[src/rtl/fixed_point_pkg.sv]
// Shared types and helpers for the fixed-point divider datapath.
package fixed_point_pkg;

  // Divider sequencing: accept, one quotient bit per cycle, result fix-up, done pulse.
  typedef enum logic [1:0] {
    IDLE   = 2'd0,
    DIVIDE = 2'd1,
    FIX    = 2'd2,
    DONE   = 2'd3
  } state_t;

  // Largest positive two's-complement value for a w-bit word.
  function automatic int max_pos(input int w);
    return (1 << (w - 1)) - 1;
  endfunction

  // Most negative two's-complement value for a w-bit word.
  function automatic int min_neg(input int w);
    return -(1 << (w - 1));
  endfunction

endpackage

[src/rtl/fixed_point_div_step.sv]
// One restoring-division iteration: trial subtract of the divisor from the
// already-shifted partial remainder.
module fixed_point_div_step
  import fixed_point_pkg::*;
#(
  parameter int Word_Length = 6
) (
  input  logic [Word_Length:0] i_rem,
  input  logic [Word_Length:0] i_div,
  output logic [Word_Length:0] o_rem,
  output logic                 o_q_bit
);

  logic w_ge;

  // Keep the difference only when it does not go negative; that decision is the quotient bit.
  always_comb begin
    w_ge    = (i_rem >= i_div);
    o_q_bit = w_ge;
    o_rem   = w_ge ? (i_rem - i_div) : i_rem;
  end

endmodule

[src/rtl/fixed_point_divider.sv]
// Sequential signed fixed-point divider, Q = A / B in the MAC's Q format.
// Magnitudes are divided with a radix-2 restoring loop (one bit per clock),
// then the sign is applied and the result is saturated to the word range.
module fixed_point_divider
  import fixed_point_pkg::*;
#(
  parameter int Word_Length     = 6,
  parameter int Integer_Part    = 3,
  parameter int Fractional_Part = Word_Length - Integer_Part
) (
  input  logic                          clk,
  input  logic                          reset,
  input  logic                          start,
  input  logic signed [Word_Length-1:0] A,
  input  logic signed [Word_Length-1:0] B,
  output logic signed [Word_Length-1:0] Q,
  output logic                          busy,
  output logic                          done,
  output logic                          overflow,
  output logic                          div_by_zero
);

  localparam int W  = Word_Length;
  localparam int F  = Fractional_Part;
  // Quotient bits needed: the dividend is pre-scaled by 2^F so the quotient lands in Q format.
  localparam int N  = W + F;
  localparam int CW = (N > 1) ? $clog2(N) : 1;

  localparam logic [CW-1:0]        CNT_LAST    = CW'(N - 1);
  localparam logic signed [W-1:0]  MAX_POS     = W'(max_pos(W));
  localparam logic signed [W-1:0]  MIN_NEG     = W'(min_neg(W));
  // Magnitude limits compared against the unsigned quotient.
  localparam logic [N-1:0]         MAG_POS_LIM = N'(max_pos(W));
  localparam logic [N-1:0]         MAG_NEG_LIM = N'(1 << (W - 1));

  state_t r_state;
  state_t w_next;

  logic [CW-1:0]       r_cnt;
  logic [N-1:0]        r_dvd;      // |A| << F, consumed MSB first
  logic [W:0]          r_dvs;      // |B|
  logic [W:0]          r_rem;      // partial remainder, always < |B|
  logic [N-1:0]        r_quo;      // quotient magnitude, filled LSB side
  logic                r_sign;     // sign of the true quotient
  logic                r_sign_a;   // sign of the dividend, selects divide-by-zero saturation
  logic                r_zero;     // divisor was zero at accept

  logic signed [W-1:0] r_q;
  logic                r_ovf;
  logic                r_dz;

  logic                w_accept;
  logic [W:0]          w_a_ext;
  logic [W:0]          w_b_ext;
  logic [W:0]          w_abs_a;
  logic [W:0]          w_abs_b;
  logic [W:0]          w_rem_sh;
  logic [W:0]          w_rem_next;
  logic                w_q_bit;

  logic signed [W-1:0] w_q_fix;
  logic                w_ovf_fix;
  logic                w_dz_fix;

  // Operand magnitudes in W+1 bits so that |-2^(W-1)| is representable.
  always_comb begin
    w_a_ext = {A[W-1], A};
    w_b_ext = {B[W-1], B};
    w_abs_a = A[W-1] ? (~w_a_ext + (W+1)'(1)) : w_a_ext;
    w_abs_b = B[W-1] ? (~w_b_ext + (W+1)'(1)) : w_b_ext;
  end

  assign w_accept = (r_state == IDLE) && start;

  // Shift the remainder left and bring in the next dividend bit. The top
  // remainder bit is always zero here because the remainder stays below |B|.
  assign w_rem_sh = (W+1)'({r_rem, r_dvd[N-1]});

  fixed_point_div_step #(
    .Word_Length (W)
  ) u_step (
    .i_rem   (w_rem_sh),
    .i_div   (r_dvs),
    .o_rem   (w_rem_next),
    .o_q_bit (w_q_bit)
  );

  // State register; reset aborts any operation in flight.
  always_ff @(posedge clk or posedge reset) begin
    if (reset) begin
      r_state <= IDLE;
    end else begin
      r_state <= w_next;
    end
  end

  // Next state: start is only honoured in IDLE, so pulses while busy or during DONE are dropped.
  always_comb begin
    w_next = r_state;
    case (r_state)
      IDLE:    if (start) w_next = DIVIDE;
      DIVIDE:  if (r_cnt == CNT_LAST) w_next = FIX;
      FIX:     w_next = DONE;
      DONE:    w_next = IDLE;
      default: w_next = IDLE;
    endcase
  end

  // Iteration counter: cleared on accept, advanced once per quotient bit.
  always_ff @(posedge clk or posedge reset) begin
    if (reset) begin
      r_cnt <= '0;
    end else if (w_accept) begin
      r_cnt <= '0;
    end else if (r_state == DIVIDE) begin
      r_cnt <= r_cnt + CW'(1);
    end
  end

  // Operand capture at accept, then one restoring step per DIVIDE cycle.
  always_ff @(posedge clk) begin
    if (w_accept) begin
      r_dvd    <= N'({w_abs_a, {F{1'b0}}});
      r_dvs    <= w_abs_b;
      r_rem    <= '0;
      r_quo    <= '0;
      r_sign   <= A[W-1] ^ B[W-1];
      r_sign_a <= A[W-1];
      r_zero   <= (B == '0);
    end else if (r_state == DIVIDE) begin
      r_dvd <= r_dvd << 1;
      r_rem <= w_rem_next;
      r_quo <= {r_quo[N-2:0], w_q_bit};
    end
  end

  // Sign application and saturation. A negative result may reach -2^(W-1)
  // exactly; a positive one stops at 2^(W-1)-1.
  always_comb begin
    w_q_fix   = '0;
    w_ovf_fix = 1'b0;
    w_dz_fix  = 1'b0;
    if (r_zero) begin
      w_q_fix  = r_sign_a ? MIN_NEG : MAX_POS;
      w_dz_fix = 1'b1;
    end else if (!r_sign) begin
      if (r_quo > MAG_POS_LIM) begin
        w_q_fix   = MAX_POS;
        w_ovf_fix = 1'b1;
      end else begin
        w_q_fix = $signed(r_quo[W-1:0]);
      end
    end else begin
      if (r_quo > MAG_NEG_LIM) begin
        w_q_fix   = MIN_NEG;
        w_ovf_fix = 1'b1;
      end else begin
        // Magnitude 2^(W-1) wraps to itself on negation, which is the intended most-negative code.
        w_q_fix = -$signed(r_quo[W-1:0]);
      end
    end
  end

  // Result registers: loaded in FIX, held until the next operation's FIX.
  always_ff @(posedge clk or posedge reset) begin
    if (reset) begin
      r_q   <= '0;
      r_ovf <= 1'b0;
      r_dz  <= 1'b0;
    end else if (r_state == FIX) begin
      r_q   <= w_q_fix;
      r_ovf <= w_ovf_fix;
      r_dz  <= w_dz_fix;
    end
  end

  assign Q           = r_q;
  assign overflow    = r_ovf;
  assign div_by_zero = r_dz;
  assign busy        = (r_state == DIVIDE) || (r_state == FIX);
  assign done        = (r_state == DONE);

endmodule

[config.mk]
export PLATFORM = sky130hd
export DESIGN_NAME = fixed_point_divider
export DESIGN_NICKNAME = d
export VERILOG_FILES = /design/src/rtl/fixed_point_pkg.sv /design/src/rtl/fixed_point_div_step.sv /design/src/rtl/fixed_point_divider.sv
export SDC_FILE = /design/constraint.sdc
export NUM_CORES = 1
export LEC_CHECK = 0
export ABC_AREA = 1
export ABC_CLOCK_PERIOD_IN_PS = 1900
export BUFFER_PORTS_ARGS = -buffer_cell sky130_fd_sc_hd__buf_4
export CAP_MARGIN = 0
export CORE_ASPECT_RATIO = 2
export CORE_UTILIZATION = 53
export CTS_CLUSTER_SIZE = 12
export DETAILED_ROUTE_END_ITERATION = 10
export GPL_TIMING_DRIVEN = 1
export PLACE_DENSITY = 0.84
export SLEW_MARGIN = 5
export SYNTH_ARGS = -nofsm -noshare
export SYNTH_HDL_FRONTEND = slang
export SYNTH_SLANG_ARGS = --single-unit
[constraint.sdc]
create_clock -name clk -period 1.9 [get_ports clk]
set_clock_uncertainty 0.15 [all_clocks]
set_input_delay 0.19 -clock clk [delete_from_list [all_inputs] [get_ports clk]]
set_output_delay 0.19 -clock clk [all_outputs]
set_load 0.005 [all_outputs]
==> results of run 1 <==
## where the power goes
part | switching, W | leakage [nW] | internal [W]
registers | 0.000235 | 0.444 | 0.00142
clock network | 0.000317 | 0.0385 | 0.000260
logic | 0.00144 | 1.03 | 0.000999
## path summary, 6_finish.rpt
kind / startpoint / end / cells after the start / slack, ps
setup / recovery: r_dvd[8]$_DFFE_PP_ / r_rem[4]$_SDFFE_PP0P_ / 11 / 90
hold / removal: B[3] / r_dvs[5]$_SDFFCE_PN0P_ / 2 / 40
setup reg to reg: r_dvd[8]$_DFFE_PP_ / r_rem[4]$_SDFFE_PP0P_ / 11 / 90
hold reg to reg: r_rem[5]$_SDFFE_PP0P_ / r_rem[5]$_SDFFE_PP0P_ / 2 / 320
max in group asynchronous: reset / r_cnt[2]$_DFFE_PP0P_ / 3 / 910
min in group asynchronous: reset / Q[2]$_DFFE_PP0P_ / 3 / 330
## routing by layer
layer	track usage, %	part of all wire (%)
met2	43.0	57
met1	22.1	38
met4	8.76	2.1
met5	0	0
met3	4.09	2.7
## layout by cell type (no fill, tap or decap), types with 9 or more instances in the layout
cell and count:
nand2_1 79, inv_1 51, buf_4 30, nor2_1 28, nand3_1 18, o21ai_0 17, ha_1 16, edfxtp_1 16
dfxtp_1 15, dfrtp_1 14, a21oi_1 10, o22ai_1 9
## stage by stage
stage	instance area (µm²)	power, W	hold slack (ps)	utilization (%)
floorplan	2560	0.00330	-70.8	-
global placement	2850	0.00398	103	61.4
detailed placement	2850	0.00405	121	61.4
CTS	2960	0.00464	33.0	63.9
global route	3000	0.00513	24.2	64.6
finish	3000	0.00467	37.1	64.6
## state kept, by name, indices dropped and copies added, names as in the netlist
name and count:
Q 6, r_quo 9, r_dvd 6, r_state 2, r_rem 6, r_zero 1
r_dvs 7, overflow 1, div_by_zero 1, r_sign_a 1, r_cnt 4, r_sign 1
## area by class of cell
type,count,area share [%]
multi-input cells,215,40.8
flip-flops and latches,45,37.7
repair buffers,34,9.19
inverters,57,7.14
clock buffers,7,2.55
well taps,55,2.30
clock inverters,1,0.251
## synth_stat cells (all sizes together) (4+ instances only)
master / instances
o22ai: 9
nand4: 4
nand3: 20
clkbuf: 4
xor2: 7
a21oi: 13
nor3: 4
nand2: 81
o21ai: 19
dfxtp: 15
dfrtp: 14
ha: 18
edfxtp: 16
nor2: 30
inv: 57
## what timing repair did
action	CTS	global route
gates resized for setup	0	5
hold endpoints to repair	16	0
hold buffers	3	0
setup endpoints to repair	0	10
## kinds of logic after synthesis
family / Yosys count / share of synthesized area (%)
other: 1 / 0.146
adders and majority gates: 19 / 9.57
AOI/OAI and AO/OA: 45 / 10.2
DFF: 45 / 44.1
xor gates and xnor gates: 8 / 2.73
and+or+nand+nor: 141 / 23.9
buffers and inverters: 63 / 9.37
==> flow_metrics.env, run 1 <==
export IMPL_dp_hpwl_um=3910
export IMPL_path_cells="inv_1 -> ha_1 -> fa_2 -> inv_1 -> nand3_1 -> a21oi_1 -> nor2_1 -> nand2_1 -> nand2_1 -> nor2_1 -> nor2_1"
export IMPL_power_density_nw_per_um2=1560
export IMPL_grt_pass1_wl_um=8670
export IMPL_drive_gt1_share_pct=15.9
export IMPL_setup_tns_ps=0
export IMPL_routed_wl_um=4980
export IMPL_initial_utilization_pct=55.2
export IMPL_syn_to_final_growth_pct=16.9
export IMPL_ys_flop_type="edfxtp_1"
export IMPL_final_seq_area_um2=1130
export IMPL_die_area_um2=5130
export IMPL_cts_sinks=45
export IMPL_grt_usage_pct=22.3
export IMPL_end_kind="flop"
export IMPL_cts_tree="built"
export IMPL_via_per_inst=5.25
export IMPL_synth_edf_count=16
export IMPL_core_um2=4640
export IMPL_rsz0062_at_grt="true"
export IMPL_async_flop_share_pct=31.1
export IMPL_synthTopCellsByArea="edfxtp_1 (19%), dfrtp_1 (14%), dfxtp_1 (12%)"
export IMPL_cts_buffers=5
export IMPL_period_share_pct=95.4
export IMPL_crit_type="flop to flop"
export IMPL_p_leak_nw=1.51
export IMPL_placed_cells=402
export IMPL_hp_class="input port to flop"
export IMPL_root_buffer="clkbuf_8"
export IMPL_num_io_pins=25
export IMPL_cts_setup_buffers=0
export IMPL_post_place_ws_ps=48.5
export IMPL_num_fill_cells=407
export IMPL_ys_types=34
export IMPL_path_buf_inv=2
export IMPL_cp_arrival_ps=1860
export IMPL_postRouteAntennaNets=0
export IMPL_fin_crit_ps=1810
export IMPL_overflow=0
export IMPL_clockBufferDepth=2
export IMPL_num_vias=2175
export IMPL_multiInputGateArea_um2=1220
export IMPL_avgSynthCellArea_um2=7.96
export IMPL_die_w_um=51.2
export IMPL_syn_area_um2=2560
export IMPL_antenna_cells=0
export IMPL_gp_congestion=0.834
export IMPL_setup_ws_ps=87.5
export IMPL_vdd_drop_max_mv=0.906
export IMPL_timing_hold_violations_final=0
export IMPL_remaining_drc_errors=0
export IMPL_chipHeight_um=100
export IMPL_grt_max_degree=16
export IMPL_synth_top_area_share_pct=18.8
export IMPL_synth_top_area_cell="edfxtp_1"
export IMPL_syn_inst=322
export IMPL_slew_headroom_pct=65.1
export IMPL_cts_clk_slew_worst_paths_ps=80
export IMPL_setup_viol=0
export IMPL_ys_ff_latch=45
export IMPL_worst_path_max_delay_cell="edfxtp_1"
export IMPL_grt_pass1_vias=2117
export IMPL_syn_nets=356
export IMPL_slew_violations=0
export IMPL_tightest_slew_ps=518
export IMPL_firstDrtPassIters=5
export IMPL_max_freq_mhz=552
export IMPL_stdcell_count=414
export IMPL_drt_iter0_drc=46
export IMPL_htreeDepth=2
export IMPL_portBuffers=24
export IMPL_yosysWarnings=0
export IMPL_fin_nets=392
export IMPL_ys_seq_area_share_pct=44.1
export IMPL_cp_required_ps=1950
export IMPL_post_drt_wl_per_cell_um=12.0
export IMPL_status="completed"
export IMPL_antenna_found_initial=0
export IMPL_max_stage_delay_ps=350
export IMPL_clock_latency_ps=300
export IMPL_cpMostUsedCell="nor2_1"
export IMPL_cp_top_family="adder cells"
export IMPL_crit_fanout=2
export IMPL_rows=35
export IMPL_start_kind="flop"
export IMPL_cap_violations=0
Note: power is estimated with default switching activity, not from simulation.
==> inputs of run 2 (changes only) <==
--- a/config.mk
+++ b/config.mk
@@ -5,7 +5,7 @@
 export SDC_FILE = /design/constraint.sdc
 export NUM_CORES = 1
 export LEC_CHECK = 0
-export ABC_AREA = 1
+export ABC_AREA = 0
 export ABC_CLOCK_PERIOD_IN_PS = 1900
 export BUFFER_PORTS_ARGS = -buffer_cell sky130_fd_sc_hd__buf_4
 export CAP_MARGIN = 0
==> run 2 against run 1 <==
- the run now ends with negative setup slack left
- maximum frequency down 15%
- count of clock-buffer cells in the layout shrank 1
- flip-flop and latch count stayed put
- area after synthesis up 0.59%
- highest routed layer unchanged
- power grew 22%
- synthesized cell count decreased by 18%
- largest power group unchanged
- cell count down 7.5%
- critical path depth shrank 3
- register-to-register slack got worse by 330 ps
- combinational power increased by 41%
- sequential share of layout area decreased by 4.3 points
- largest cell class unchanged
- via count increased by 0.41%
==> flow_metrics.env, run 2 <==
export IMPL_status="finished with violations"
export IMPL_violations="negative setup slack"
export IMPL_fin_nets=361
export IMPL_rsz0062_at_grt="true"
export IMPL_period_share_pct=113
export IMPL_synth_top_area_share_pct=18.6
export IMPL_setup_ws_ps=-244
export IMPL_antenna_found_initial=0
export IMPL_syn_area_um2=2580
export IMPL_async_flop_share_pct=31.1
export IMPL_switching_share_pct=39.8
export IMPL_cp_required_ps=1980
export IMPL_hp_class="input port to flop"
export IMPL_wl_met2_um=3770
export IMPL_post_drt_wl_per_cell_um=16.8
export IMPL_drive_gt1_share_pct=31.1
export IMPL_postRouteAntennaNets=0
export IMPL_start_kind="flop"
export IMPL_grt_pass1_wl_um=10200
export IMPL_routed_wl_um=6420
export IMPL_num_io_pins=25
export IMPL_initial_utilization_pct=55.5
export IMPL_cts_clk_slew_worst_paths_ps=90
export IMPL_critPathLaunch="r_quo[1]$_SDFFE_PP0P_"
export IMPL_chipHeight_um=101
export IMPL_hold_ws_ps=42.6
export IMPL_top_layer="met4"
export IMPL_synth_top_area_cell="edfxtp_1"
export IMPL_core_um2=4640
export IMPL_fin_crit_ps=2140
export IMPL_max_freq_mhz=467
export IMPL_timing_hold_violations_final=0
export IMPL_stdcell_count=383
export IMPL_worstHoldStart="B[3]"
export IMPL_cap_violations=0
export IMPL_clockBufferDepth=2
export IMPL_antenna_cells=0
export IMPL_dp_hpwl_um=4420
export IMPL_p_leak_nw=1.49
export IMPL_wl_met3_um=226
export IMPL_avgSynthCellArea_um2=9.76
export IMPL_gp_congestion=0.896
export IMPL_root_buffer="clkbuf_8"
export IMPL_yosysWarnings=0
export IMPL_power_density_nw_per_um2=1680
export IMPL_ys_flop_type="edfxtp_1"
export IMPL_placed_cells=368
export IMPL_synth_common_cells="inv_1 (28), nor2_1 (21), nand2_1 (20), o21ai_0 (19), ha_1 (18)"
export IMPL_rows=35
export IMPL_synthTopCellsByArea="edfxtp_1 (19%), dfrtp_1 (14%), dfxtp_1 (12%)"
export IMPL_regMostFlops="r_quo"
export IMPL_final_common_cell="buf_4"
export IMPL_syn_inst=264
export IMPL_end_kind="flop"
export IMPL_crit_type="flop to flop"
export IMPL_netSwitchingPower_w=0.00227
export IMPL_drt_iter0_drc=90
export IMPL_crit_fanout=6
export IMPL_pwr_share_clk_pct=10.1
export IMPL_firstDrtPassIters=4
export IMPL_p_seq_share_pct=29.5
export IMPL_largest_register_ffs=9
export IMPL_slew_violations=0
export IMPL_final_cell_mix="buf_4 (59), inv_1 (24), nor2_1 (21)"
export IMPL_power_w=0.00570
export IMPL_die_w_um=51.3
export IMPL_synth_most_common_cell="inv_1"
export IMPL_setup_viol=11
export IMPL_wl_met1_um=2170
export IMPL_ys_ff_latch=45
export IMPL_die_area_um2=5160
export IMPL_remaining_drc_errors=0
export IMPL_synth_edf_count=16
export IMPL_grt_usage_pct=26.9
export IMPL_slew_headroom_pct=62.8
export IMPL_cts_buffers=5
export IMPL_grt_max_degree=24
export IMPL_comb_power_share_pct=60.3
export IMPL_tightest_slew_ps=558
export IMPL_r2r_start="r_quo[1]$_SDFFE_PP0P_"
export IMPL_num_vias=2184
export IMPL_ys_seq_area_share_pct=43.9
export IMPL_p_int_w=0.00343
export IMPL_via_per_inst=5.70
export IMPL_grt_pass1_vias=2261
export IMPL_htreeDepth=2
export IMPL_syn_nets=298
export IMPL_largestRegisters="r_quo: 9 flops, r_dvs: 7 flops"
export IMPL_overflow=0
export IMPL_final_util_pct=73.0
export IMPL_cts_tree="built"
export IMPL_portBuffers=24
export IMPL_clock_latency_ps=300
export IMPL_syn_to_final_growth_pct=31.5
export IMPL_ys_types=52
export IMPL_cts_sinks=45
export IMPL_vdd_drop_max_mv=1.27
export IMPL_cp_arrival_ps=2220
-- run 2: layout make-up --
class,count,area (µm²)
flip-flops and latches,45,1130
well taps,55,68.8
multi-input cells,182,1480
clock buffers,6,72.6
fillers,323,1250
repair buffers,65,515
inverters,28,105
clock inverters,2,10.0
-- run 2: stage by stage --
| stage | TNS (ps) | setup WS, ps | instance area, µm² |
|---|---|---|---|
| 3_5_place_dp | -982 | -170 | 3160 |
| 4_1_cts | -883 | -168 | 3340 |
| 5_1_grt | -2170 | -333 | 3390 |
| 3_3_place_gp | -558 | -135 | 3160 |
| 2_1_floorplan | -403 | -147 | 2690 |
| 6_report | -1380 | -244 | 3390 |
-- run 2: final timing paths --
path / to / slack, ps / cells after the start
max in group asynchronous: div_by_zero$_DFFE_PP0P_ / 890 / 3
hold reg to reg: Q[5]$_DFFE_PP0P_ / 360 / 1
hold / removal: r_dvs[3]$_DFFE_PP_ / 40 / 2
setup reg to reg: Q[3]$_DFFE_PP0P_ / -240 / 8
min in group asynchronous: Q[2]$_DFFE_PP0P_ / 340 / 3
setup / recovery: Q[3]$_DFFE_PP0P_ / -240 / 8
-- run 2: timing repair --
item | 4_1_cts | 5_1_grt
buffers inserted | 2 | 3
resized for setup | 12 | 5
pin swaps | 8 | 11
hold buffers | 3 | 0
endpoints found under the setup margin | 10 | 12
hold endpoints to repair | 16 | 0
-- run 2: cell families (layout without fill, tap and decap cells) --
group | Yosys count | after routing | synth area share [%]
other | 1 | 1 | 0.145
flip-flops | 45 | 45 | 43.9
XOR/XNOR | 14 | 14 | 4.76
AND/OR/NAND/NOR | 73 | 73 | 14.0
AO/OA/AOI/OAI | 58 | 58 | 15.2
buffers and inverters | 37 | 101 | 5.68
multiplexers | 17 | 17 | 6.75
adder cells (fa/ha/maj) | 19 | 19 | 9.51
-- run 2: worst max-delay path, stage by stage, from the launching register on --
cell and delay [ps]:
dfxtp_2 330, inv_2 90, ha_4 140, or4b_4 470
a2111oi_4 300, buf_4 210, a21oi_2 70, o211a_1 230
o22ai_2 90
-- run 2: routing by layer --
| layer | vias to the layer above | GRT usage (%) |
|---|---|---|
| met5 | - | 0 |
| met4 | 0 | 12.5 |
| met3 | 29 | 3.77 |
| met2 | 68 | 53.3 |
| met1 | 1044 | 25.4 |
| li1 | 1043 | - |
-- run 2: power by group through the flow --
stage,registers (W),clock network [W],logic [W]
2_1_floorplan,0.00165,0,0.00196
3_3_place_gp,0.00166,0,0.00295
3_5_place_dp,0.00167,0,0.00307
4_1_cts,0.00166,0.000582,0.00324
5_1_grt,0.00172,0.000613,0.00376
6_report,0.00168,0.000578,0.00344
